$ cat config.mk
export PLATFORM = sky130hd
export DESIGN_NAME = axis_sync_pkt_fifo
export DESIGN_NICKNAME = d
export VERILOG_FILES = /design/src/rtl/axis_sync_pkt_fifo.sv
export SDC_FILE = /design/constraint.sdc
export NUM_CORES = 1
export LEC_CHECK = 0
export ABC_AREA = 0
export ABC_CLOCK_PERIOD_IN_PS = 6200
export CORE_UTILIZATION = 60
export DETAILED_ROUTE_END_ITERATION = 10
export GPL_TIMING_DRIVEN = 0
export PLACE_DENSITY = 0.79
export SLEW_MARGIN = 5
export SYNTH_ARGS = -nofsm -noshare
export SYNTH_HDL_FRONTEND = slang
export SYNTH_SLANG_ARGS = --single-unit
$ cat constraint.sdc
create_clock -name aclk -period 6.2 [get_ports aclk]
set_input_delay 1.24 -clock aclk [delete_from_list [all_inputs] [get_ports aclk]]
set_output_delay 1.24 -clock aclk [all_outputs]
set_load 0.02 [all_outputs]
$ cat src/rtl/axis_sync_pkt_fifo.sv
// rtl/axis_sync_pkt_fifo.sv - single-clock AXI-Stream FIFO with level, almost-full and output hold
// Optional store-and-forward packet mode: define PACKET_MODE_EN.
module axis_sync_pkt_fifo #(
  parameter int DATA_WIDTH        = 16,
  parameter int ADDR_WIDTH        = 4,
  parameter int ALMOST_FULL_LEVEL = 12
) (
  input  logic                    aclk,
  input  logic                    areset,
  input  logic [DATA_WIDTH-1:0]   s_tdata,
  input  logic [DATA_WIDTH/8-1:0] s_tkeep,
  input  logic                    s_tlast,
  input  logic                    s_tvalid,
  output logic                    s_tready,
  output logic [DATA_WIDTH-1:0]   m_tdata,
  output logic [DATA_WIDTH/8-1:0] m_tkeep,
  output logic                    m_tlast,
  output logic                    m_tvalid,
  input  logic                    m_tready,
  input  logic                    m_hold,
  output logic [ADDR_WIDTH:0]     level,
  output logic                    almost_full
);

  localparam int KEEP_WIDTH  = DATA_WIDTH / 8;
  localparam int ENTRY_WIDTH = DATA_WIDTH + KEEP_WIDTH + 1;
  localparam int DEPTH       = 2 ** ADDR_WIDTH;
  localparam logic [ADDR_WIDTH:0] FULL_CNT = DEPTH[ADDR_WIDTH:0];
  localparam logic [ADDR_WIDTH:0] AF_CNT   = ALMOST_FULL_LEVEL[ADDR_WIDTH:0];

  logic [ENTRY_WIDTH-1:0] mem_q [DEPTH];

  logic [ADDR_WIDTH-1:0] wr_ptr_q, wr_ptr_d;
  logic [ADDR_WIDTH-1:0] rd_ptr_q, rd_ptr_d;
  logic [ADDR_WIDTH:0]   count_q, count_d;
  logic                  wr_en, rd_en, drain_ok;

`ifdef PACKET_MODE_EN
  logic [ADDR_WIDTH:0]   pkt_cnt_q, pkt_cnt_d;

  // A full FIFO holding no complete packet must still drain, or it deadlocks.
  assign drain_ok = (pkt_cnt_q != '0) || (count_q == FULL_CNT);
`else
  assign drain_ok = 1'b1;
`endif

  assign s_tready    = (count_q != FULL_CNT);
  assign m_tvalid    = (count_q != '0) && !m_hold && drain_ok;
  assign level       = count_q;
  assign almost_full = (count_q >= AF_CNT);

  assign wr_en = s_tvalid && s_tready;
  assign rd_en = m_tvalid && m_tready;

  assign {m_tlast, m_tkeep, m_tdata} = mem_q[rd_ptr_q];

  always_comb begin
    wr_ptr_d = wr_ptr_q;
    rd_ptr_d = rd_ptr_q;
    count_d  = count_q;
    if (wr_en) wr_ptr_d = wr_ptr_q + 1'b1;
    if (rd_en) rd_ptr_d = rd_ptr_q + 1'b1;
    case ({wr_en, rd_en})
      2'b10:   count_d = count_q + 1'b1;
      2'b01:   count_d = count_q - 1'b1;
      default: count_d = count_q;
    endcase
  end

`ifdef PACKET_MODE_EN
  always_comb begin
    pkt_cnt_d = pkt_cnt_q;
    case ({wr_en && s_tlast, rd_en && m_tlast})
      2'b10:   pkt_cnt_d = pkt_cnt_q + 1'b1;
      2'b01:   pkt_cnt_d = pkt_cnt_q - 1'b1;
      default: pkt_cnt_d = pkt_cnt_q;
    endcase
  end

  always_ff @(posedge aclk) begin
    if (areset) pkt_cnt_q <= '0;
    else        pkt_cnt_q <= pkt_cnt_d;
  end
`endif

  always_ff @(posedge aclk) begin
    if (areset) begin
      wr_ptr_q <= '0;
      rd_ptr_q <= '0;
      count_q  <= '0;
    end else begin
      wr_ptr_q <= wr_ptr_d;
      rd_ptr_q <= rd_ptr_d;
      count_q  <= count_d;
    end
  end

  // Storage is not reset; a beat offered during reset is dropped.
  always_ff @(posedge aclk) begin
    if (wr_en && !areset) mem_q[wr_ptr_q] <= {s_tlast, s_tkeep, s_tdata};
  end

endmodule
==> results of run 1 <==
through the flow:
stage	util [%]	worst slack, ns	cell area, µm²	power (mW)	cells
final	71.1	1.39	14400	4.83	928
after global routing	71.1	1.33	14400	4.95	927
after CTS	71.1	1.43	14400	4.83	927
after detailed placement	66.3	1.94	13400	3.02	871
after global placement	65.5	1.46	13300	3.00	869
after floorplan	-	2.88	12400	2.82	549
critical path, delay by kind of cell, from the launching register on:
kind,cells,cell delay [ns]
buf+inv,3,1.70
flops,1,0.38
mux,2,0.93
area by class of cell:
cell class	count	share of cell area [%]
well taps	270	2.35
repair buffers	52	3.77
diodes	1	0.0174
flip-flops and latches	321	65.8
inverters	7	0.183
clock inverters	20	1.29
clock buffers	36	5.52
plain buffers	28	1.04
multi-input cells	193	20.1
layer usage:
layer	wire (µm)	up-vias	GRT usage, %	part of all wire, %
met3	2920	66	5.71	10
met5	0	-	0	0
met4	808	0	9.16	2.8
li1	-	2476	-	-
met1	10500	3205	37.8	37
met2	14300	439	46.6	50
where the power goes:
group,switching (mW),internal [mW],total [mW]
combinational,0.298,0.272,0.570
clock,0.773,1.07,1.84
sequential,0.0175,2.40,2.42
total,1.09,3.74,4.83
layout by cell type, fill, tap and decap left out, types with 8 or more instances in the layout:
cell / synthesis / layout
sky130_fd_sc_hd__clkbuf_16: 0 / 31
sky130_fd_sc_hd__nor2_4: 0 / 14
sky130_fd_sc_hd__nand2_1: 9 / 9
sky130_fd_sc_hd__mux4_2: 95 / 95
sky130_fd_sc_hd__edfxtp_1: 304 / 304
sky130_fd_sc_hd__nor2_1: 34 / 18
sky130_fd_sc_hd__clkinv_1: 0 / 12
sky130_fd_sc_hd__clkbuf_1: 11 / 16
sky130_fd_sc_hd__clkdlybuf4s50_1: 0 / 50
sky130_fd_sc_hd__dfxtp_1: 17 / 17
sky130_fd_sc_hd__ha_1: 8 / 8
sequential cells by signal (all words and copies together), names as in the netlist, named ones only:
| signal | cells |
|---|---|
| level | 5 |
| rd_ptr_q | 4 |
| mem_q | 304 |
| wr_ptr_q | 4 |
worst paths after layout:
kind,depth (start not counted),endpoint
setup / recovery,5,m_tkeep[1]
hold / removal,2,register
setup reg to reg,12,level[4]
hold reg to reg,2,register
cells by family (layout without fill, tap and decap cells):
logic type	after synthesis	in the layout
compound gates	19	19
xor+xnor	8	8
buf+inv	35	143
simple gates	59	59
other cells	0	1
fa+ha+maj	8	8
flops	321	321
mux	99	99
==> results.toml, run 1 <==
[power]
power_density_nw_per_um2 = 336
standby_leakage_power_nw = 4.43
max-vdd-ir-drop_v = 0.000225

[yosys]
synth_simple_gate_area_share_pct = 2.22
postSynth.asyncResetShare_pct = 0
ys_top_cells_by_count = "sky130_fd_sc_hd__edfxtp_1, sky130_fd_sc_hd__mux4_2, sky130_fd_sc_hd__nor2_1, sky130_fd_sc_hd__dfxtp_1, sky130_fd_sc_hd__clkbuf_1"
synth_top_area_cell = "sky130_fd_sc_hd__edfxtp_1"
synth_fa_ha_area_share_pct = 0.806
yosys_register_bits = 321
syn_inst = 549
synth_ff_type = "sky130_fd_sc_hd__edfxtp_1"
synth_top_cell_area_share_pct = 73.5
syn_nets = 581
synth_sequential_area_ratio_pct = 76.2
post_synth_xor_area_fraction_pct = 0.564
synth_compound_gate_area_share_pct = 1.21
yosys_warnings = 0
synth_cell_type_count = 39
synth_top_family_by_area = "multiplexers"
synth.area.mux_share_pct = 17.6
post_synth_main_area_contributors = "sky130_fd_sc_hd__edfxtp_1, sky130_fd_sc_hd__mux4_2, sky130_fd_sc_hd__dfxtp_1"
mappedNetlistArea_um2 = 12400
synth.most_common_cell = "sky130_fd_sc_hd__edfxtp_1"
number_of_flops_mapped_to_enable_cells_by_yosys = 304
synthesis.area_per_instance_um2 = 22.6

[sta]
max_slew.worst_pin.slew_ns = 1.03
timing.max_slew.rel_slack_pct = 31.1
final.hold.worst_slack_ns = 0.529
setup-tns-final_ns = 0
final-hold-violation-count = 0
final.setup_skew_ns = 0.0162
finalMaxSlewViolations = 0
max_freq_ghz = 0.208
final_cycle_share_pct = 77.6
finalSetupViolCount = 0
rsz_0062_raised_after_global_routing = "no"
finalCriticalPeriod_ns = 4.81

[grt]
antenna_found_initial = 0
grt_overflow_total = 0
grt_start_max_net_pins = 20
first_global_vias = 6440
wire_length_of_the_first_global_routing_pass_mm = 42.0
gr-usage-all-layers_pct = 28.0

[layout]
fill_cells = 1126
register_area_um2 = 9470
multi_input_comb_area_um2 = 2890
layout-area-overhead-vs-synth_pct = 15.9
finalNetCount = 665
drive_gt1_share_pct = 25.4

[clocking]
clock_tree.root_cell = "sky130_fd_sc_hd__clkbuf_16"
clkTransAtPathRegs_ns = 0.06
clkSinkCount = 321
cts-htree-levels = 1
postCtsSetupRepairBufs = 0
holdBufCountCts = 0
cts-resized-gates = 0
clock_buffer_depth = 3
clk-insertion-delay-late_ns = 0.57
cts_tree = "yes"
cts_buffers = 30

[flow_run]
drv.max_cap_violation_count = 0

[critical_path]
critPathLaunchType = "register"
critical_path.slowest_cell = "sky130_fd_sc_hd__buf_1"
timing.critical_path.slowest_cell_delay_ns = 0.81
critical-path-top-cell-by-count = "sky130_fd_sc_hd__mux4_2"
crit_path_cell_trace = "buf_2, buf_1, mux4_2, mux4_2, clkdlybuf4s50_1"
regToRegStartpoint = "level[2]"
r2r_slack_ns = 2.73
cp.required_ns = 4.96
critical_path.max_fanout = 10
arrival_ns = 3.57
setup.worst_path.class = "reg -> out"
crit_path_end_kind = "output pin"

[placement]
port_buffers = 50
gpl_congestion = 0.752
detailed_place_hpwl_mm = 14.7

[routing]
detail_route.vias_per_cell = 6.67
drc = 0
postRouteAntennaNets = 0
detail_route.wl_per_cell_um = 30.8
num_vias = 6186
drt_first_iter_violations = 706
route.final.wire_length_mm = 28.6
number_of_search_and_repair_iterations_in_the_first_detailed_routing_pass = 5

[die]
die_footprint_um2 = 21300
die_height_um = 146
pin_count = 51
core-area_um2 = 20200
floorplan.die.width_um = 146
floorplan.initialDensity_pct = 61.4
num_rows = 52

[worst_hold_path]
hold_path.class = "reg -> reg"
hp-start = "rd_ptr_q[3]"

[outcome]
status = "completed"
Power figures use the tool's default switching activity.
==> run 2: changes to the inputs <==
Settings changed: ABC_CLOCK_PERIOD_IN_PS 6200 to 3900, CORE_UTILIZATION 60 to 54, PLACE_DENSITY 0.79 to 0.75.
Clock period 6.2 ns to 3.9 ns, I/O delays scaled along.
==> results.toml, run 2 (same netlist as run 1, synthesis figures left out) <==
[outcome]
status = "completed"

[worst_hold_path]
hp-start = "rd_ptr_q[3]"
hold_path.class = "reg -> reg"
timing.hold.worst_path_depth = 2
min_delay_worst_endpoint = "rd_ptr_q[3]"

[die]
core-area_um2 = 22600
die_height_um = 154
floorplan.die.width_um = 154
die_footprint_um2 = 23600
floorplan.initialDensity_pct = 55.0
pin_count = 51
num_rows = 55

[placement]
port_buffers = 50
pre_cts_slack_ns = 0.0982
dpl.cell_count = 892
detailed_place_hpwl_mm = 15.4
gpl_congestion = 0.749
place_area_um2 = 13500

[sta]
finalSetupViolCount = 0
final.hold.worst_slack_ns = 0.523
max_freq_ghz = 0.267
final-hold-violation-count = 0
max_slew.worst_pin.slew_ns = 0.937
post-route-worst-setup-slack_ns = 0.160
final_cycle_share_pct = 95.9
final.setup_skew_ns = 0.0125
finalCriticalPeriod_ns = 3.74
rsz_0062_raised_after_global_routing = "no"
finalMaxSlewViolations = 0
timing.max_slew.rel_slack_pct = 37.4

[power]
standby_leakage_power_nw = 4.61
max-vdd-ir-drop_v = 0.000296
power_density_nw_per_um2 = 524

[critical_path]
r2r_slack_ns = 0.58
reg2regPathDepth = 12
critical_path.max_fanout = 10
arrival_ns = 2.96
critical_path.slowest_cell = "sky130_fd_sc_hd__mux4_2"
timing.critical_path.slowest_cell_delay_ns = 0.56
regToRegEndpoint = "level[4]"
setup.worst_path.class = "reg -> out"
critPathLaunchType = "register"
crit_path_end_kind = "output pin"
regToRegStartpoint = "level[1]"
crit_path_cell_trace = "clkbuf_1, buf_8, buf_8, mux4_2, mux4_2, dlygate4sd2_1"
cp.required_ns = 3.12

[layout]
register_area_um2 = 9470
layout.cells.most_common_list = "sky130_fd_sc_hd__edfxtp_1, sky130_fd_sc_hd__mux4_2, sky130_fd_sc_hd__clkbuf_16, sky130_fd_sc_hd__clkdlybuf4s50_1, sky130_fd_sc_hd__nor2_1"
antennaDiodeCount = 0
multi_input_comb_area_um2 = 2860
final_common_cell = "sky130_fd_sc_hd__edfxtp_1"
drive_gt1_share_pct = 27.7
max_ffs_per_register = 304
finalNetCount = 671
layout-area-overhead-vs-synth_pct = 16.7
post-route-util_pct = 64.2
final_standard_cell_count_with_taps_included_and_fillers_excluded = 946
registers.top_by_ff_count = "mem_q"
finish.instance_area_um2 = 14500
fill_cells = 1434

[routing]
route.final.wire_length_mm = 27.1
drc = 0
drt_first_iter_violations = 650
number_of_search_and_repair_iterations_in_the_first_detailed_routing_pass = 5
detail_route.wl_per_cell_um = 28.7
detail_route.vias_per_cell = 6.38
postRouteAntennaNets = 0
num_vias = 6032

[grt]
grt_overflow_total = 0
gr-usage-all-layers_pct = 23.5
grt_start_max_net_pins = 20
antenna_found_initial = 0
wire_length_of_the_first_global_routing_pass_mm = 39.4
first_global_vias = 6224

[flow_run]
drv.max_cap_violation_count = 0

[clocking]
clkSinkCount = 321
cts_tree = "yes"
clkTransAtPathRegs_ns = 0.06
clock_tree.root_cell = "sky130_fd_sc_hd__clkbuf_16"
cts_buffers = 30
clk-insertion-delay-late_ns = 0.56
cts-htree-levels = 1
clock_buffer_depth = 3
## run 2: cell count changes in the layout (fill, tap and decap cells not counted), sizes merged, moves of 2 or more
cell	delta
buf	+4
clkbuf	+4
clkdlybuf4s50	-19
clkinv	-5
clkinvlp	+2
dlygate4sd2	+6
dlymetal6s2s	+13
## run 2: cell type report
class                           instances  share of cell area [%]
Sequential cell                       321                    65.3
Tap cell                              285                    2.46
Buffer                                 28                    1.29
Multi-Input combinational cell        193                    19.7
Clock inverter                         16                    1.06
Timing Repair Buffer                   58                    4.45
Inverter                                7                   0.181
Clock buffer                           38                    5.53
## run 2: power by group
part	switching (mW)	internal [mW]	total (mW)
registers	0.0276	3.82	3.84
clock network	1.22	1.64	2.86
logic	0.463	0.430	0.893
## run 2: worst max-delay path by stage
stage / to / depth (start not counted) / start / slack [ns]
global placement: mem_q[1][2] / 4 / s_tvalid / -0.47
floorplan: level[4] / 10 / level[1] / 0.88
CTS: m_tdata[11] / 5 / register / -0.02
finish: m_tkeep[1] / 6 / register / 0.16
detailed placement: level[4] / 11 / s_tvalid / 0.1
global route: m_tkeep[1] / 6 / register / 0.11
## run 2: routing by layer
metal | GRT usage (%) | wire, µm | vias up
li1 | - | - | 2489
met1 | 32.3 | 10400 | 3156
met2 | 38.8 | 13600 | 337
met3 | 3.72 | 2430 | 50
met4 | 8.10 | 695 | 0
met5 | 0 | 0 | -
## run 2: per-stage QoR
stage                     TNS, ns  power (mW)
final                           0        7.60
after detailed placement        0        4.80
after global placement     -82.72        4.77
after floorplan                 0        4.49
after CTS                 -0.0557        7.63
after global routing            0        7.80
## run 2: repair_timing
| item | in CTS | in global routing |
|---|---|---|
| setup buffers | 0 | 0 |
| resized for setup | 21 | 22 |
| hold buffers | 0 | 0 |
| endpoints found under the setup margin | 19 | 13 |
## run 2: worst max-delay path: cells and delay by family, from the launching register on
family | cells | cell delay [ns]
multiplexers | 2 | 1.08
buffers and inverters | 4 | 0.99
flip-flops | 1 | 0.31
==> edit 1: new RTL, settings of run 2 <==
Build with the macro `PACKET_MODE_EN` defined.
--- a/src/rtl/axis_sync_pkt_fifo.sv
+++ b/src/rtl/axis_sync_pkt_fifo.sv
@@ -2,2 +2,4 @@
 // Optional store-and-forward packet mode: define PACKET_MODE_EN.
+`define PACKET_MODE_EN
+
 module axis_sync_pkt_fifo #(
Behaviour: not the same (Yosys sat finds a counterexample within 4 cycles, from zero or initial values and one cycle with areset high).
==> edit 1 against run 2 <==
Design area increased by 3.5%. Sequential cell count up 5. Combinational power is 7.7% lower. Synthesized area up 2.4%. Wire length is 2.0% lower. Clock power grew 9.1%. Setup slack worse by 0.10 ns. Register-to-register slack got worse by 0.14 ns. Power is 3.3% higher. Largest power group unchanged. Highest routed layer unchanged.
==> edit 1: results (changes against run 2) <==
metric,value,unit,change
HPWL after DPL,16.4,mm,+6.4%
routed vias,6094,,+1.0%
antenna violations before repair,1,,+1
worst vdd ir,0.323,mV,+9.3%
"top cells by count, synth","304 x edfxtp_1, 92 x mux4_2, 39 x nor2_1",,
DRT iter0 DRCs,582,,-10%
Clock Latency Late Sink,0.51,ns,-0.05 ns
metal2 WL,13.5,mm,-1.2%
top post-synthesis cells by area,"edfxtp_1 72%, mux4_2 16%, dfxtp_1 3.5%, ha_1 1.3%, nor2_1 1.2%",,
leakage,4.78,nW,+3.7%
slew of the pin with the lowest slew margin,1.01,ns,+0.0698 ns
Routability Congestion,0.756,,+0.81%
first-pass GRT wire length,39.6,mm,+0.61%
TritonCTS buffer count,34,,+13%
layout cells sized above 1,27.5,%,-0.22 points
r2r setup slk,0.44,ns,-0.14 ns
FILL cells,1478,,+3.1%
P_sw,1.71,mW,+0.31%
slowest CP cell,clkdlybuf4s50_1,,
metal3 WL,2.12,mm,-13%
Synth Net Count,614,,+5.7%
Max clock buf depth,3,,unchanged
met3 GRT Util,4.60,%,+0.88 points
"Seq/Total Area, Yosys",75.3,%,-0.97 points
M1 wire length,10.2,mm,-1.7%
outcome,"complete, no violations",,
synth unique cells,38,,-2.6%
Root Driver,clkbuf_16,,
Layout Nets,713,,+6.3%
GRT Util Overall,23.3,%,-0.19 points
met1 Usage GRT,30.7,%,-1.6 points
vias in the first global route,6502,,+4.5%
Routed WL per cell,26.3,µm,-8.4%
"Data arrival, critical path",3.06,ns,+0.10 ns
Synth Area per Inst,22.1,µm²,-2.3%
## edit 1: cell types whose count changed after synthesis, moves of 4 or more
cell / run 2 / this run
a21oi_1: 2 / 11
nor2_1: 34 / 39
ha_1: 8 / 13
xnor2_1: 1 / 7
buf_2: 6 / 2
buf_1: 6 / 1
dfxtp_1: 17 / 22
o211ai_1: 4 / 0
## edit 1: cell type report
class | instances | area, µm² | area share, %
clock buffers | 41 | 898 | 5.99
multi-input cells | 216 | 2990 | 19.9
plain buffers | 25 | 203 | 1.35
repair buffers | 63 | 746 | 4.97
clock inverters | 20 | 178 | 1.18
inverters | 8 | 30.0 | 0.200
diodes | 1 | 2.50 | 0.0167
flip-flops and latches | 326 | 9570 | 63.8
well taps | 313 | 392 | 2.61
## edit 1: cells by family after synthesis
| group | after synthesis | share of synthesized area, % |
|---|---|---|
| muxes | 99 | 17.1 |
| DFF | 326 | 75.3 |
| xor gates and xnor gates | 12 | 0.827 |
| adders and majority gates | 15 | 1.59 |
| buffers and inverters | 33 | 1.65 |
| AOI/OAI and AO/OA | 21 | 0.974 |
| and+or+nand+nor | 69 | 2.58 |
## edit 1: through the flow
step	cell area (µm²)	instances	util, %	hold slack (ns)	setup slack, ns
2_1_floorplan	12700	575	-	0.469	0.697
3_3_place_gp	13600	938	59.6	0.486	-0.136
3_5_place_dp	13900	951	60.9	0.490	0.0548
4_1_cts	15000	1012	65.6	0.499	0.0108
5_1_grt	15000	1012	65.7	0.546	-0.00441
6_report	15000	1013	65.7	0.496	0.0581
## edit 1: repair_timing
| item | CTS | global route |
|---|---|---|
| gates cloned | 0 | 0 |
| pin swaps | 0 | 0 |
| endpoints found under the setup margin | 18 | 20 |
| resized for setup | 9 | 8 |
| buffers inserted | 0 | 0 |
| hold buffers | 0 | 0 |
| hold endpoints to repair | 0 | 0 |
## edit 1: power by group through the flow
| stage | Clock, mW | Sequential, mW | Combinational, mW |
|---|---|---|---|
| after global routing | 3.30 | 3.91 | 0.883 |
| final | 3.12 | 3.90 | 0.824 |
| after CTS | 3.17 | 3.90 | 0.837 |
| after floorplan | 0 | 3.98 | 0.536 |
| after detailed placement | 0 | 3.98 | 0.829 |
| after global placement | 0 | 3.97 | 0.789 |
## edit 1: worst max-delay path: cells and delay by family, from the launching register on
| family | cells | cell delay (ns) |
|---|---|---|
| buffers and inverters | 3 | 1.27 |
| flip-flops | 1 | 0.39 |
| multiplexers | 2 | 0.90 |
## edit 1: worst paths after layout
| path | startpoint | endpoint |
|---|---|---|
| setup / recovery | flip-flop | m_tkeep[1] |
| hold / removal | pkt_cnt_q[4] | pkt_cnt_q[4] |
| setup reg to reg | flip-flop | pkt_cnt_q[4] |
| hold reg to reg | pkt_cnt_q[4] | pkt_cnt_q[4] |
==> edit 2: new RTL, config.mk and constraints of run 2 <==
Made on the original files. Put one more register stage on the output `level`. The value now appears one clock later. The other outputs are not delayed to match.
--- a/src/rtl/axis_sync_pkt_fifo.sv
+++ b/src/rtl/axis_sync_pkt_fifo.sv
@@ -48,3 +48,5 @@
   assign m_tvalid    = (count_q != '0) && !m_hold && drain_ok;
-  assign level       = count_q;
+  always_ff @(posedge aclk) begin
+    level <= count_q;
+  end
   assign almost_full = (count_q >= AF_CNT);
Function: changed (Yosys sat finds a counterexample within 4 cycles, from zero or initial values and one cycle with areset high).
==> edit 2 against run 2 <==
Synthesized area increased by 0.81%. Die area increased by 0.80%. Power is 0.62% lower. First-iteration DRC count decreased by 7.4%. Critical path depth unchanged. Highest routed layer unchanged. Sequential cell count is 5 higher. Sequential share of layout area up 0.52 points. Non-clock buffer count decreased by 4. Setup slack worse by 0.084 ns. Design area rose by 0.26%. Wire length fell by 0.32%. Synthesized cell count up 0.91%.
==> edit 2: results (changes against run 2) <==
metric,value,unit,change
leakage,4.58,nW,-0.59%
cts repair resizes,17,,-19%
first-pass GRT wire length,39.8,mm,+1.1%
DP Cell Count,893,,+0.11%
Setup crit end,m_tlast,,
Layout Nets,672,,+0.15%
post-synthesis adder-cell area fraction,0.799,%,-0.0064 points
vias in the first global route,6281,,+0.92%
Hold Startpoint,count_q[4],,
"Seq/Total Area, Yosys",76.4,%,+0.19 points
Root Driver,clkbuf_16,,
hold slack,0.356,ns,-0.167 ns
Synth Area in Compound Gates,1.20,%,-0.0097 points
worst vdd ir,0.343,mV,+16%
slew of the pin with the lowest slew margin,0.955,ns,+0.0183 ns
postcts setup bufs,0,,unchanged
Reg2Reg Depth,12,,unchanged
Synth Area per Inst,22.6,µm²,-0.10%
"top cells by count, synth","304 x edfxtp_1, 95 x mux4_2, 34 x nor2_1",,
CP max stage delay,0.55,ns,
Routed WL per cell,28.6,µm,-0.22%
Antenna Nets Post-Route,0,,unchanged
cell count of the worst hold path,0,,-2
fmax,262,MHz,-2.2%
GRT Util Overall,23.8,%,+0.26 points
outcome,"complete, no violations",,
DRT iter0 DRCs,602,,-7.4%
top post-synthesis cells by area,"edfxtp_1 73%, mux4_2 17%, dfxtp_1 3.5%, nor2_1 1.0%, ha_1 0.80%",,
CP top delay family,buffers and inverters,,
Routability Congestion,0.781,,+4.2%
mux cell area share after synthesis,17.4,%,-0.14 points
Place WS,0.0460,ns,-0.0522 ns
Critical R2R Launch,count_q[2],,
DP Area,13600,µm²,+0.54%
slowest CP cell,clkdlybuf4s50_1,,
Clock Skew,0.0210,ns,+0.00844 ns
routed vias,6046,,+0.23%
"Data arrival, critical path",3.04,ns,+0.08 ns
Hold Path Sink,level[4],,
DR pass1 iterations,5,,unchanged
HPWL after DPL,14.7,mm,-4.4%
reg-to-reg critical path endpoint,count_q[4],,
"Cell Count, Final, Fillers Out",945,,-0.11%
-- edit 2: changes by cell type after synthesis, sizes merged --
cell / change
dfxtp: +5
-- edit 2: layout make-up --
type | count | area (µm²)
clock buffers | 44 | 855
repair buffers | 54 | 594
flip-flops and latches | 326 | 9570
well taps | 285 | 357
fillers | 1458 | 8170
plain buffers | 28 | 195
clock inverters | 8 | 62.6
inverters | 7 | 26.3
multi-input cells | 193 | 2880
-- edit 2: where the power goes --
part / internal, mW / switching, mW
Sequential: 3.88 / 0.0311
Clock: 1.57 / 1.17
Combinational: 0.436 / 0.463
Total: 5.88 / 1.67
-- edit 2: layer usage --
| metal | global-route usage (%) | vias up | routed length [µm] |
|---|---|---|---|
| met5 | 0 | - | 0 |
| met4 | 8.02 | 0 | 766 |
| met3 | 5.13 | 57 | 2470 |
| met2 | 38.5 | 345 | 13500 |
| met1 | 32.6 | 3148 | 10300 |
| li1 | - | 2496 | - |
